<file path="src/rtl/mips_debug_ctrl_if.sv">
// rtl/mips_debug_ctrl_if.sv - byte UART handshake bundle between the UART and the debug controller
interface mips_debug_ctrl_if #(
  parameter int NBIT_DATA_LEN = 8
);
  logic                     rx_done_tick;
  logic [NBIT_DATA_LEN-1:0] rx_data_in;
  logic                     tx_done_tick;
  logic                     tx_start;
  logic [NBIT_DATA_LEN-1:0] data_out;

  modport master (
    output rx_done_tick, rx_data_in, tx_done_tick,
    input  tx_start, data_out
  );

  modport slave (
    input  rx_done_tick, rx_data_in, tx_done_tick,
    output tx_start, data_out
  );
endinterface

</file>
<file path="src/rtl/mips_debug_ctrl.sv">
// rtl/mips_debug_ctrl.sv - UART debug controller: program download, MIPS clock gating, debug snapshot dump
module mips_debug_ctrl #(
  parameter int NBIT_DATA_LEN  = 8,
  parameter int len_data       = 32,
  parameter int len_addr       = 7,
  parameter int NUM_DUMP_WORDS = 4
) (
  input  logic                               clk,
  input  logic                               reset,
  mips_debug_ctrl_if.slave                   uart,
  input  logic                               halt,
  input  logic [NUM_DUMP_WORDS*len_data-1:0] dump_bus,
  output logic [len_addr-1:0]                addr_mem_inst,
  output logic [len_data-1:0]                ins_to_mem,
  output logic                               wr_ram_inst,
  output logic                               ctrl_clk_mips,
  output logic                               reset_mips,
  output logic                               debug,
  output logic [2:0]                         state_out
);
  localparam int BPW    = len_data / NBIT_DATA_LEN;
  localparam int DUMP_W = NUM_DUMP_WORDS * len_data;
  localparam int NBYTES = NUM_DUMP_WORDS * BPW;
  localparam int TXW    = $clog2(NBYTES + 1);
  localparam int BCW    = $clog2(BPW + 1);
  localparam int CW     = NBIT_DATA_LEN + 1;
  localparam int DEPTH  = 2 ** len_addr;

  localparam logic [NBIT_DATA_LEN-1:0] CMD_LOAD  = NBIT_DATA_LEN'(8'h01);
  localparam logic [NBIT_DATA_LEN-1:0] CMD_RUN   = NBIT_DATA_LEN'(8'h02);
  localparam logic [NBIT_DATA_LEN-1:0] CMD_STEP  = NBIT_DATA_LEN'(8'h03);
  localparam logic [NBIT_DATA_LEN-1:0] CMD_RST   = NBIT_DATA_LEN'(8'h05);
  localparam logic [NBIT_DATA_LEN-1:0] REPLY_OK  = NBIT_DATA_LEN'(8'hA5);
  localparam logic [NBIT_DATA_LEN-1:0] REPLY_ERR = NBIT_DATA_LEN'(8'hEE);

  typedef enum logic [2:0] {
    IDLE   = 3'd0,
    LCNT   = 3'd1,
    LOAD   = 3'd2,
    RUN    = 3'd3,
    STEP   = 3'd4,
    SNAP   = 3'd5,
    SEND   = 3'd6,
    WAITTX = 3'd7
  } state_t;

  state_t             state, state_n;
  logic [DUMP_W-1:0]  snap;
  logic [len_data-1:0] shreg;
  logic [len_data-1:0] word_n;
  logic [BCW-1:0]     byte_cnt;
  logic [CW-1:0]      word_idx;
  logic [CW-1:0]      load_n;
  logic [TXW-1:0]     tx_idx;
  logic [TXW-1:0]     tx_total;
  logic               last_byte, last_word, in_range, tx_last;

  // Word k of the snapshot occupies bits [k*len_data +: len_data]; bytes leave MSB first.
  function automatic logic [NBIT_DATA_LEN-1:0] pick(input logic [DUMP_W-1:0] v, input int idx);
    int pos;
    pos = (idx / BPW) * len_data + (BPW - 1 - (idx % BPW)) * NBIT_DATA_LEN;
    return NBIT_DATA_LEN'(v >> pos);
  endfunction

  assign state_out = state;
  assign word_n    = len_data'({shreg, uart.rx_data_in});
  assign last_byte = (byte_cnt == BCW'(BPW - 1));
  assign last_word = ((word_idx + CW'(1)) == load_n);
  assign in_range  = (32'(word_idx) < 32'(DEPTH));
  assign tx_last   = ((tx_idx + TXW'(1)) == tx_total);

  always_ff @(posedge clk or posedge reset) begin
    if (reset) state <= IDLE;
    else       state <= state_n;
  end

  always_comb begin
    state_n       = state;
    ctrl_clk_mips = 1'b0;
    uart.tx_start = 1'b0;
    case (state)
      IDLE: begin
        if (uart.rx_done_tick) begin
          case (uart.rx_data_in)
            CMD_LOAD: state_n = LCNT;
            CMD_RUN:  state_n = halt ? SNAP : RUN;
            CMD_STEP: state_n = halt ? SNAP : STEP;
            default:  state_n = SEND;
          endcase
        end
      end
      LCNT: if (uart.rx_done_tick) state_n = LOAD;
      LOAD: if (uart.rx_done_tick && last_byte && last_word) state_n = SEND;
      RUN: begin
        ctrl_clk_mips = 1'b1;
        if (halt || uart.rx_done_tick) state_n = SNAP;
      end
      STEP: begin
        ctrl_clk_mips = 1'b1;
        state_n       = SNAP;
      end
      SNAP: state_n = SEND;
      SEND: begin
        uart.tx_start = 1'b1;
        state_n       = WAITTX;
      end
      WAITTX: if (uart.tx_done_tick) state_n = tx_last ? IDLE : SEND;
      default: state_n = IDLE;
    endcase
  end

  always_ff @(posedge clk or posedge reset) begin
    if (reset) begin
      snap          <= '0;
      shreg         <= '0;
      byte_cnt      <= '0;
      word_idx      <= '0;
      load_n        <= '0;
      tx_idx        <= '0;
      tx_total      <= '0;
      uart.data_out <= '0;
      addr_mem_inst <= '0;
      ins_to_mem    <= '0;
      wr_ram_inst   <= 1'b0;
      reset_mips    <= 1'b0;
      debug         <= 1'b0;
    end else begin
      wr_ram_inst <= 1'b0;
      reset_mips  <= 1'b0;
      case (state)
        IDLE: begin
          if (uart.rx_done_tick) begin
            tx_idx   <= '0;
            tx_total <= TXW'(1);
            case (uart.rx_data_in)
              CMD_LOAD: ;
              CMD_RUN:  debug <= 1'b0;
              CMD_STEP: debug <= 1'b1;
              CMD_RST: begin
                reset_mips    <= 1'b1;
                uart.data_out <= REPLY_OK;
              end
              default: uart.data_out <= REPLY_ERR;
            endcase
          end
        end
        LCNT: begin
          if (uart.rx_done_tick) begin
            load_n   <= (uart.rx_data_in == '0) ? CW'(2 ** NBIT_DATA_LEN) : CW'(uart.rx_data_in);
            word_idx <= '0;
            byte_cnt <= '0;
          end
        end
        LOAD: begin
          if (uart.rx_done_tick) begin
            shreg <= word_n;
            if (last_byte) begin
              byte_cnt <= '0;
              word_idx <= word_idx + CW'(1);
              // Words past the RAM depth are drained from the UART but never written.
              if (in_range) begin
                wr_ram_inst   <= 1'b1;
                ins_to_mem    <= word_n;
                addr_mem_inst <= len_addr'(word_idx);
              end
              if (last_word) begin
                uart.data_out <= REPLY_OK;
                tx_idx        <= '0;
                tx_total      <= TXW'(1);
              end
            end else begin
              byte_cnt <= byte_cnt + BCW'(1);
            end
          end
        end
        SNAP: begin
          snap          <= dump_bus;
          uart.data_out <= pick(dump_bus, 0);
          tx_idx        <= '0;
          tx_total      <= TXW'(NBYTES);
        end
        WAITTX: begin
          if (uart.tx_done_tick && !tx_last) begin
            tx_idx        <= tx_idx + TXW'(1);
            uart.data_out <= pick(snap, int'(tx_idx) + 1);
          end
        end
        default: ;
      endcase
    end
  end
endmodule

</file>
<file path="src/flat_wrapper.sv">
// flat-port wrapper written by rule: the top's interface ports become plain ports
module mips_debug_ctrl_flat 
#(
  parameter int NBIT_DATA_LEN  = 8,
  parameter int len_data       = 32,
  parameter int len_addr       = 7,
  parameter int NUM_DUMP_WORDS = 4
)
  (clk, reset, halt, dump_bus, addr_mem_inst, ins_to_mem, wr_ram_inst, ctrl_clk_mips, reset_mips, debug, state_out, uart_rx_done_tick, uart_rx_data_in, uart_tx_done_tick, uart_tx_start, uart_data_out);
  mips_debug_ctrl_if #(.NBIT_DATA_LEN(NBIT_DATA_LEN)) uart_i ();
  input  logic clk;
  input  logic reset;
  input  logic halt;
  input  logic [NUM_DUMP_WORDS*len_data-1:0] dump_bus;
  output logic [len_addr-1:0] addr_mem_inst;
  output logic [len_data-1:0] ins_to_mem;
  output logic wr_ram_inst;
  output logic ctrl_clk_mips;
  output logic reset_mips;
  output logic debug;
  output logic [2:0] state_out;
  input wire logic [$bits(uart_i.rx_done_tick)-1:0] uart_rx_done_tick;
  input wire logic [$bits(uart_i.rx_data_in)-1:0] uart_rx_data_in;
  input wire logic [$bits(uart_i.tx_done_tick)-1:0] uart_tx_done_tick;
  output wire logic [$bits(uart_i.tx_start)-1:0] uart_tx_start;
  output wire logic [$bits(uart_i.data_out)-1:0] uart_data_out;
  assign uart_i.rx_done_tick = uart_rx_done_tick;
  assign uart_i.rx_data_in = uart_rx_data_in;
  assign uart_i.tx_done_tick = uart_tx_done_tick;
  assign uart_tx_start = uart_i.tx_start;
  assign uart_data_out = uart_i.data_out;
  mips_debug_ctrl #(.NBIT_DATA_LEN(NBIT_DATA_LEN), .len_data(len_data), .len_addr(len_addr), .NUM_DUMP_WORDS(NUM_DUMP_WORDS)) u_core (.clk(clk), .reset(reset), .uart(uart_i), .halt(halt), .dump_bus(dump_bus), .addr_mem_inst(addr_mem_inst), .ins_to_mem(ins_to_mem), .wr_ram_inst(wr_ram_inst), .ctrl_clk_mips(ctrl_clk_mips), .reset_mips(reset_mips), .debug(debug), .state_out(state_out));
endmodule
</file>
<file path="config.mk">
export PLATFORM = sky130hd
export DESIGN_NAME = mips_debug_ctrl_flat
export DESIGN_NICKNAME = d
export VERILOG_FILES = /design/src/rtl/mips_debug_ctrl_if.sv /design/src/rtl/mips_debug_ctrl.sv /design/src/flat_wrapper.sv
export SDC_FILE = /design/constraint.sdc
export NUM_CORES = 1
export LEC_CHECK = 0
export ABC_AREA = 1
export CAP_MARGIN = 20
export CORE_MARGIN = 1.5
export CORE_UTILIZATION = 35
export DETAILED_ROUTE_END_ITERATION = 7
export GPL_TIMING_DRIVEN = 1
export PLACE_DENSITY = 0.64
export SYNTH_ARGS = -nofsm -noshare
export SYNTH_HDL_FRONTEND = slang
export SYNTH_SLANG_ARGS = --single-unit
export TNS_END_PERCENT = 5
</file>
<file path="constraint.sdc">
create_clock -name clk -period 13.45 [get_ports clk]
set_input_delay 2.69 -clock clk [delete_from_list [all_inputs] [get_ports clk]]
set_output_delay 2.69 -clock clk [all_outputs]
set_load 0.01 [all_outputs]
</file>
After elaboration in Yosys (flattened, before gate mapping)
Cells that the tools add are included.

$lt $le $gt $ge: 1. $mul: 0. Reduce and logical (&&, ||, !) cells: 24. Shifts and indexed selects: 1. Bitwise operators: 1. Mux-type cells: 47. Divide/modulo/power cells: 0. Add/sub/neg operators: 7. Equality and inequality tests: 24.

Operators by type and width (count): 128-bit by 32-bit >> shifter with 8-bit output (1); 5-bit 2-to-1 mux (9); 8-bit 2-to-1 mux (5); 9-bit 2-to-1 mux (4); 32-bit adder (1); 8-bit one-hot mux with 4 select lines (1); 3-bit 2-to-1 mux (10); 3-bit one-hot mux with 8 select lines (1); 5-bit one-hot mux with 4 select lines (1); 9-bit one-hot mux with 2 select lines (1); 8-bit by 2-bit == test with 1-bit output (second input constant) (2); 8-bit one-hot mux with 2 select lines (1); 5-bit one-hot mux with 3 select lines (1); 3-bit == test (second input constant) (4); 1-bit 2-to-1 mux (10); 2-bit by 1-bit != test with 1-bit output (second input constant) (5); 2-bit != test (second input constant) (5); 5-bit AND reduction (2); 9-bit by 1-bit adder with 9-bit output (second input constant) (1); 3-bit by 2-bit == test with 1-bit output (second input constant) (3); 9-bit == test (1); 9-bit by 8-bit less-than comparator with 1-bit output (second input constant) (1); 3-bit one-hot mux with 3 select lines (1); 8-bit by 1-bit == test with 1-bit output (second input constant) (1); other kinds (26) (33).

Memories: 0. Output and inout port bits: 55. Bits in writable memories: 0. Flip-flop bits (word level): 236. Latch bits: 0. Bits in read-only memories: 0.

Longest topological paths before layout
Word-level depth: 8. Gate-level depth with buffers: 14.

Worst setup path after synthesis
No wires, ideal clock.

Path type: input to register. Start: in uart_rx_data_in[5]. End: reg u_core.state[2], in the netlist u_core.state_out[2]. Arrival time: 3.759 ns. Buffers on the path: 1. Stages: 9. Path slack: 9.568 ns. Required time: 13.326 ns. Path through: nor2_1 -> nand4_1 -> nor2_1 -> nand3_1 -> nand2_1 -> nand2_1 -> clkbuf_1 -> o21ai_0 -> o21bai_1.

Longest elaborated chain between the ends: 4.

RTL lines: start, declared (RTL line flat_wrapper.sv:23) `input wire logic [$bits(uart_i.rx_data_in)-1:0] uart_rx_data_in;`; 8-bit by 2-bit == test with 1-bit output / 8-bit by 1-bit == test with 1-bit output (equally long branches) (RTL line mips_debug_ctrl.sv:84) `case (uart.rx_data_in)`; 3-bit one-hot mux with 3 select lines (*) (RTL line mips_debug_ctrl.sv:84); 3-bit 2-to-1 mux (*) (RTL line mips_debug_ctrl.sv:83) `if (uart.rx_done_tick) begin`; 3-bit one-hot mux with 8 select lines (*) (RTL line mips_debug_ctrl.sv:81) `case (state)`; end signal, assigned (RTL line mips_debug_ctrl.sv:74) `else state <= state_n;`; end, declared (RTL line mips_debug_ctrl.sv:47) `state_t state, state_n;`.

Mark *: on every way between the ends. The rest lies on a longest branch, timed or not. The select of a mux whose other input is x is not followed. A chain may end at the register's enable or synchronous reset.

Worst setup path after layout
Start: in uart_rx_done_tick. End: reg u_core.ins_to_mem[26].

Longest elaborated chain between the ends: 1.

RTL lines: start, declared (RTL line flat_wrapper.sv:22) `input wire logic [$bits(uart_i.rx_done_tick)-1:0] uart_rx_done_tick;`; 4-bit AND reduction (no line); end signal, assigned (RTL line mips_debug_ctrl.sv:163) `ins_to_mem <= word_n;`; end, declared (RTL line mips_debug_ctrl.sv:14) `output logic [len_data-1:0] ins_to_mem,`.

Every way passes these cells.

==> metrics.txt <==
# TYPE chip_impl_metric gauge
chip_impl_metric{name="final_period_minus_worst_setup_slack",unit="ns"} 4.89
chip_impl_metric{name="placeable_core_area",unit="um^2"} 29800
chip_impl_metric{name="number_of_slew_limit_violations_in_the_final_report",unit=""} 0
chip_impl_metric{name="final-setup-viol-count",unit=""} 0
chip_impl_metric{name="die_h",unit="um"} 178
chip_impl_metric{name="synth_xor_area_frac",unit=""} 0.0101
chip_impl_metric{name="cp.arrival",unit="ns"} 5.29
chip_impl_metric{name="max_slew.worst_pin.slew",unit="ns"} 1.10
chip_impl_metric{name="buffer_ports.inserted",unit=""} 195
chip_impl_metric{name="detail_route.drc_violations",unit=""} 0
chip_impl_metric{name="global_route_wire_length_before_repair",unit="um"} 47000
chip_impl_metric{name="routedWlPerCell",unit="um"} 15.6
chip_impl_metric{name="grt_pass1_vias",unit=""} 8868
chip_impl_info{name="startpoint_type",value="primary input"} 1
chip_impl_info{name="rsz0062_at_grt",value="false"} 1
chip_impl_metric{name="syn-instance-count",unit=""} 1315
chip_impl_metric{name="critPathMaxFanout",unit=""} 62
chip_impl_metric{name="nFillCells",unit=""} 2972
chip_impl_metric{name="post-cts-setup-buffers",unit=""} 0
chip_impl_metric{name="cts_buffers",unit=""} 26
chip_impl_metric{name="hpwl",unit="um"} 19900
chip_impl_metric{name="gp_routability_congestion",unit=""} 0.846
chip_impl_metric{name="via_count",unit=""} 9227
chip_impl_metric{name="clk-insertion-delay-late",unit="ns"} 0.54
chip_impl_metric{name="p_per_area",unit="nW/um^2"} 214
chip_impl_metric{name="max-slew-margin-rel",unit=""} 0.267
chip_impl_metric{name="synth.distinct_cells",unit=""} 39
chip_impl_metric{name="share_of_cells_above_drive_strength_1",unit=""} 0.0481
chip_impl_metric{name="seq_total_area_yosys",unit=""} 0.546
chip_impl_metric{name="floorplan.io_pins",unit=""} 196
chip_impl_metric{name="chip_width",unit="um"} 178
chip_impl_metric{name="ys_async_sr_fraction",unit=""} 1.00
chip_impl_metric{name="synth_edf_count",unit=""} 0
chip_impl_metric{name="std_cell_rows",unit=""} 63
chip_impl_metric{name="syn-num-nets",unit=""} 1459
chip_impl_info{name="ys.flop_type",value="dfrtp_1"} 1
chip_impl_metric{name="synth.mux.area_fraction",unit=""} 0
chip_impl_metric{name="grt_max_degree",unit=""} 148
chip_impl_metric{name="effective_utilization_at_floorplan",unit=""} 0.358
chip_impl_metric{name="avgViaCountPerCell",unit=""} 4.88
chip_impl_info{name="yosys.area.top_type",value="dfrtp_1"} 1
chip_impl_metric{name="grt_util_all_layers",unit=""} 0.188
chip_impl_metric{name="layout-area-overhead-vs-synth",unit="%"} 28.7
chip_impl_metric{name="worst_ir_drop_vdd",unit="mV"} 0.0894
chip_impl_metric{name="hold_buffer_count_at_cts",unit=""} 0
chip_impl_metric{name="route.met2.wl",unit="um"} 13300
chip_impl_metric{name="postRouteWirelength",unit="um"} 29400
chip_impl_info{name="worstSetupEndpointType",value="flop"} 1
chip_impl_info{name="run_status",value="finished, final reports clean"} 1
chip_impl_metric{name="synth-compound-area-share",unit=""} 0.132
chip_impl_metric{name="iter_0_drt_violations",unit=""} 711
chip_impl_metric{name="globalRouteOverflowTotal",unit=""} 0
chip_impl_metric{name="regToRegSetupSlack",unit="ns"} 9.86
chip_impl_metric{name="yosys.area.top_type_share",unit=""} 0.546
chip_impl_metric{name="cts-root-to-sink-buffers",unit=""} 3
chip_impl_metric{name="dpl_cell_area",unit="um^2"} 12900
chip_impl_info{name="yosys-top-cells-area",value="dfrtp_1 55%, nand2_1 16%, o21ai_0 7.9%, inv_1 4.2%, nand3_1 3.9%"} 1
chip_impl_metric{name="detail_route.wirelength.met1",unit="um"} 13700
chip_impl_metric{name="required",unit="ns"} 13.85
chip_impl_info{name="timing.setup.critical_path_class",value="in -> reg"} 1
chip_impl_metric{name="post_synth_instance_area",unit="um^2"} 10700
chip_impl_metric{name="clock_skew",unit="ns"} 0.0274
chip_impl_metric{name="ctsResizeCount",unit=""} 0
chip_impl_metric{name="final-hold-violation-count",unit=""} 0
chip_impl_info{name="cts-root-buf",value="clkbuf_16"} 1
chip_impl_metric{name="synth.ff_latch_count",unit=""} 233
chip_impl_metric{name="fin_tns_setup",unit="ns"} 0
chip_impl_metric{name="post_synth_fa_ha_maj_area_fraction",unit=""} 0.00352
chip_impl_metric{name="htreeDepth",unit=""} 1
chip_impl_metric{name="syn-mean-instance-area",unit="um^2"} 8.12
chip_impl_metric{name="cts.clk_slew.worst_paths",unit="ns"} 0.06
chip_impl_metric{name="max_freq",unit="MHz"} 204
chip_impl_info{name="clock_tree_from_tritoncts",value="done"} 1
chip_impl_metric{name="drv_cap",unit=""} 0
chip_impl_metric{name="setup_slack_placement",unit="ns"} 7.84
chip_impl_metric{name="design.die.area",unit="um^2"} 31600
chip_impl_metric{name="simple_gate_fraction_of_synth_area",unit=""} 0.233
chip_impl_metric{name="met3WireLength",unit="um"} 1770
chip_impl_info{name="min_path_type",value="reg -> reg"} 1
chip_impl_info{name="top_signal_layer_used",value="met4"} 1
chip_impl_metric{name="nets",unit=""} 1625
chip_impl_metric{name="antenna_found_initial",unit=""} 1
chip_impl_metric{name="antenna_nets_post_route",unit=""} 0
chip_impl_metric{name="ys.warnings.count",unit=""} 0
chip_impl_metric{name="cts_num_sinks",unit=""} 233
chip_impl_metric{name="final.setup.worst_slack",unit="ns"} 8.56
chip_impl_info{name="main_combinational_cell_family_by_area_after_synthesis",value="simple AND/OR/NAND/NOR gates"} 1
chip_impl_metric{name="p_leak",unit="nW"} 6.34
chip_impl_metric{name="final_cell_area",unit="um^2"} 13700
chip_impl_metric{name="detail_route.first_pass.iterations",unit=""} 5
chip_impl_metric{name="final_min_period_over_clock_period",unit=""} 0.364
## layout make-up
| class | count | area [um^2] | area share |
|---|---|---|---|
| Tap cell | 390 | 488 | 0.0355 |
| Inverter | 128 | 493 | 0.0359 |
| Timing Repair Buffer | 205 | 2080 | 0.151 |
| Multi-Input combinational cell | 887 | 4050 | 0.294 |
| Clock inverter | 8 | 85.1 | 0.00619 |
| Clock buffer | 37 | 712 | 0.0518 |
| Sequential cell | 233 | 5830 | 0.425 |
| Antenna cell | 1 | 2.50 | 0.000182 |
## cell families (layout without fill, tap and decap cells)
| family | Yosys count | after routing |
|---|---|---|
| flops | 233 | 233 |
| compound gates | 277 | 277 |
| fa+ha+maj | 3 | 3 |
| other cells | 0 | 1 |
| simple gates | 598 | 598 |
| xor+xnor | 9 | 9 |
| buf+inv | 195 | 378 |
## flip-flops by register name, summed over array words and instances, names as in the netlist
name / cells
u_core.snap: 128
u_core.ins_to_mem: 32
u_core.shreg: 24
u_core.load_n: 9
u_core.word_idx: 9
u_core.uart.data_out: 8
u_core.addr_mem_inst: 7
u_core.tx_idx: 5
u_core.byte_cnt: 3
u_core.state_out: 3
u_core.tx_total: 2
u_core.debug: 1
u_core.reset_mips: 1
u_core.wr_ram_inst: 1
## power by group
| part | internal [mW] | switching [mW] | total, mW | leakage, nW |
|---|---|---|---|---|
| logic | 0.430 | 0.633 | 1.06 | 3.12 |
| registers | 1.01 | 0.183 | 1.20 | 2.84 |
| clock network | 0.388 | 0.287 | 0.675 | 0.383 |
| total | 1.83 | 1.10 | 2.93 | 6.34 |
## path summary, 6_finish.rpt
| path | endpoint | cells past startpoint | start |
|---|---|---|---|
| max | u_core.ins_to_mem[26]$_DFFE_PP0P_ | 11 | uart_rx_done_tick |
| min | u_core.uart.data_out[0]$_DFFE_PP0P_ | 2 | u_core.uart.data_out[0]$_DFFE_PP0P_ |
| max reg2reg | u_core.uart.data_out[0]$_DFFE_PP0P_ | 12 | u_core.state_out[0]$_DFFE_PP0P_ |
| min reg2reg | u_core.uart.data_out[0]$_DFFE_PP0P_ | 2 | u_core.uart.data_out[0]$_DFFE_PP0P_ |
| max in group asynchronous | u_core.shreg[17]$_DFFE_PP0P_ | 5 | reset |
| min in group asynchronous | u_core.snap[1]$_DFFE_PP0P_ | 2 | reset |
## layout by cell type (no fill, tap or decap), types with 3 or more instances in the layout
cell and count:
clkdlybuf4s50_1 195, a21oi_1 61, clkbuf_1 9, nand2_2 3, nand3b_1 4, clkinv_2 3, ha_1 3, clkbuf_16 26
nand3_1 83, nand4_1 15, xor2_1 4, o21ai_1 35, inv_2 6, buf_4 7, o21ai_0 169, nor3_1 7
inv_1 118, dfrtp_1 232, nand2_1 457, o22ai_1 6, nor2_1 16
## stage by stage
stage          std cells  hold slack (ns)  power (mW)   util
6_report            1889            0.478        2.93  0.461
5_1_grt             1888            0.500        3.17  0.461
4_1_cts             1885            0.481        2.96  0.459
3_5_place_dp        1840            0.464        2.27  0.432
3_3_place_gp        1840            0.460        2.24  0.432
2_1_floorplan       1315            0.448        1.87      -
## per-layer routing
metal,vias up,global-route usage
met5,-,0
met4,0,0.0406
met3,40,0.0323
met2,263,0.300
met1,4368,0.268
li1,4556,-
## cells in the mapped netlist (2+ instances only)
library cell  instances
clkbuf_1             31
buf_6                 5
buf_2                22
xor2_2                2
dfrtp_1             233
nand2_2               2
xor2_1                4
a21oi_1              61
xnor2_1               2
o21ai_1              35
or2_2                 2
nor3_1                7
nor2_2                2
nand3b_1              4
nor2_4                2
nor4_1                2
o22ai_1               6
inv_1               120
nand4_1              15
buf_1                 8
o21bai_1              2
inv_2                 6
a211oi_1              2
o21ai_0             169
nand2_1             458
ha_1                  3
nor2_1               16
nand3_1              83
## critical path, stage by stage
cell and delay [ns]:
clkdlybuf4s50_1 0.54, inv_1 0.13, nor2_4 0.71, inv_2 0.14
nor2_4 0.17, inv_2 0.12, nor3_4 0.18, inv_2 0.17
buf_12 0.22, nand2_1 0.09, o21ai_0 0.07
Note: power is estimated with default switching activity, not from simulation.
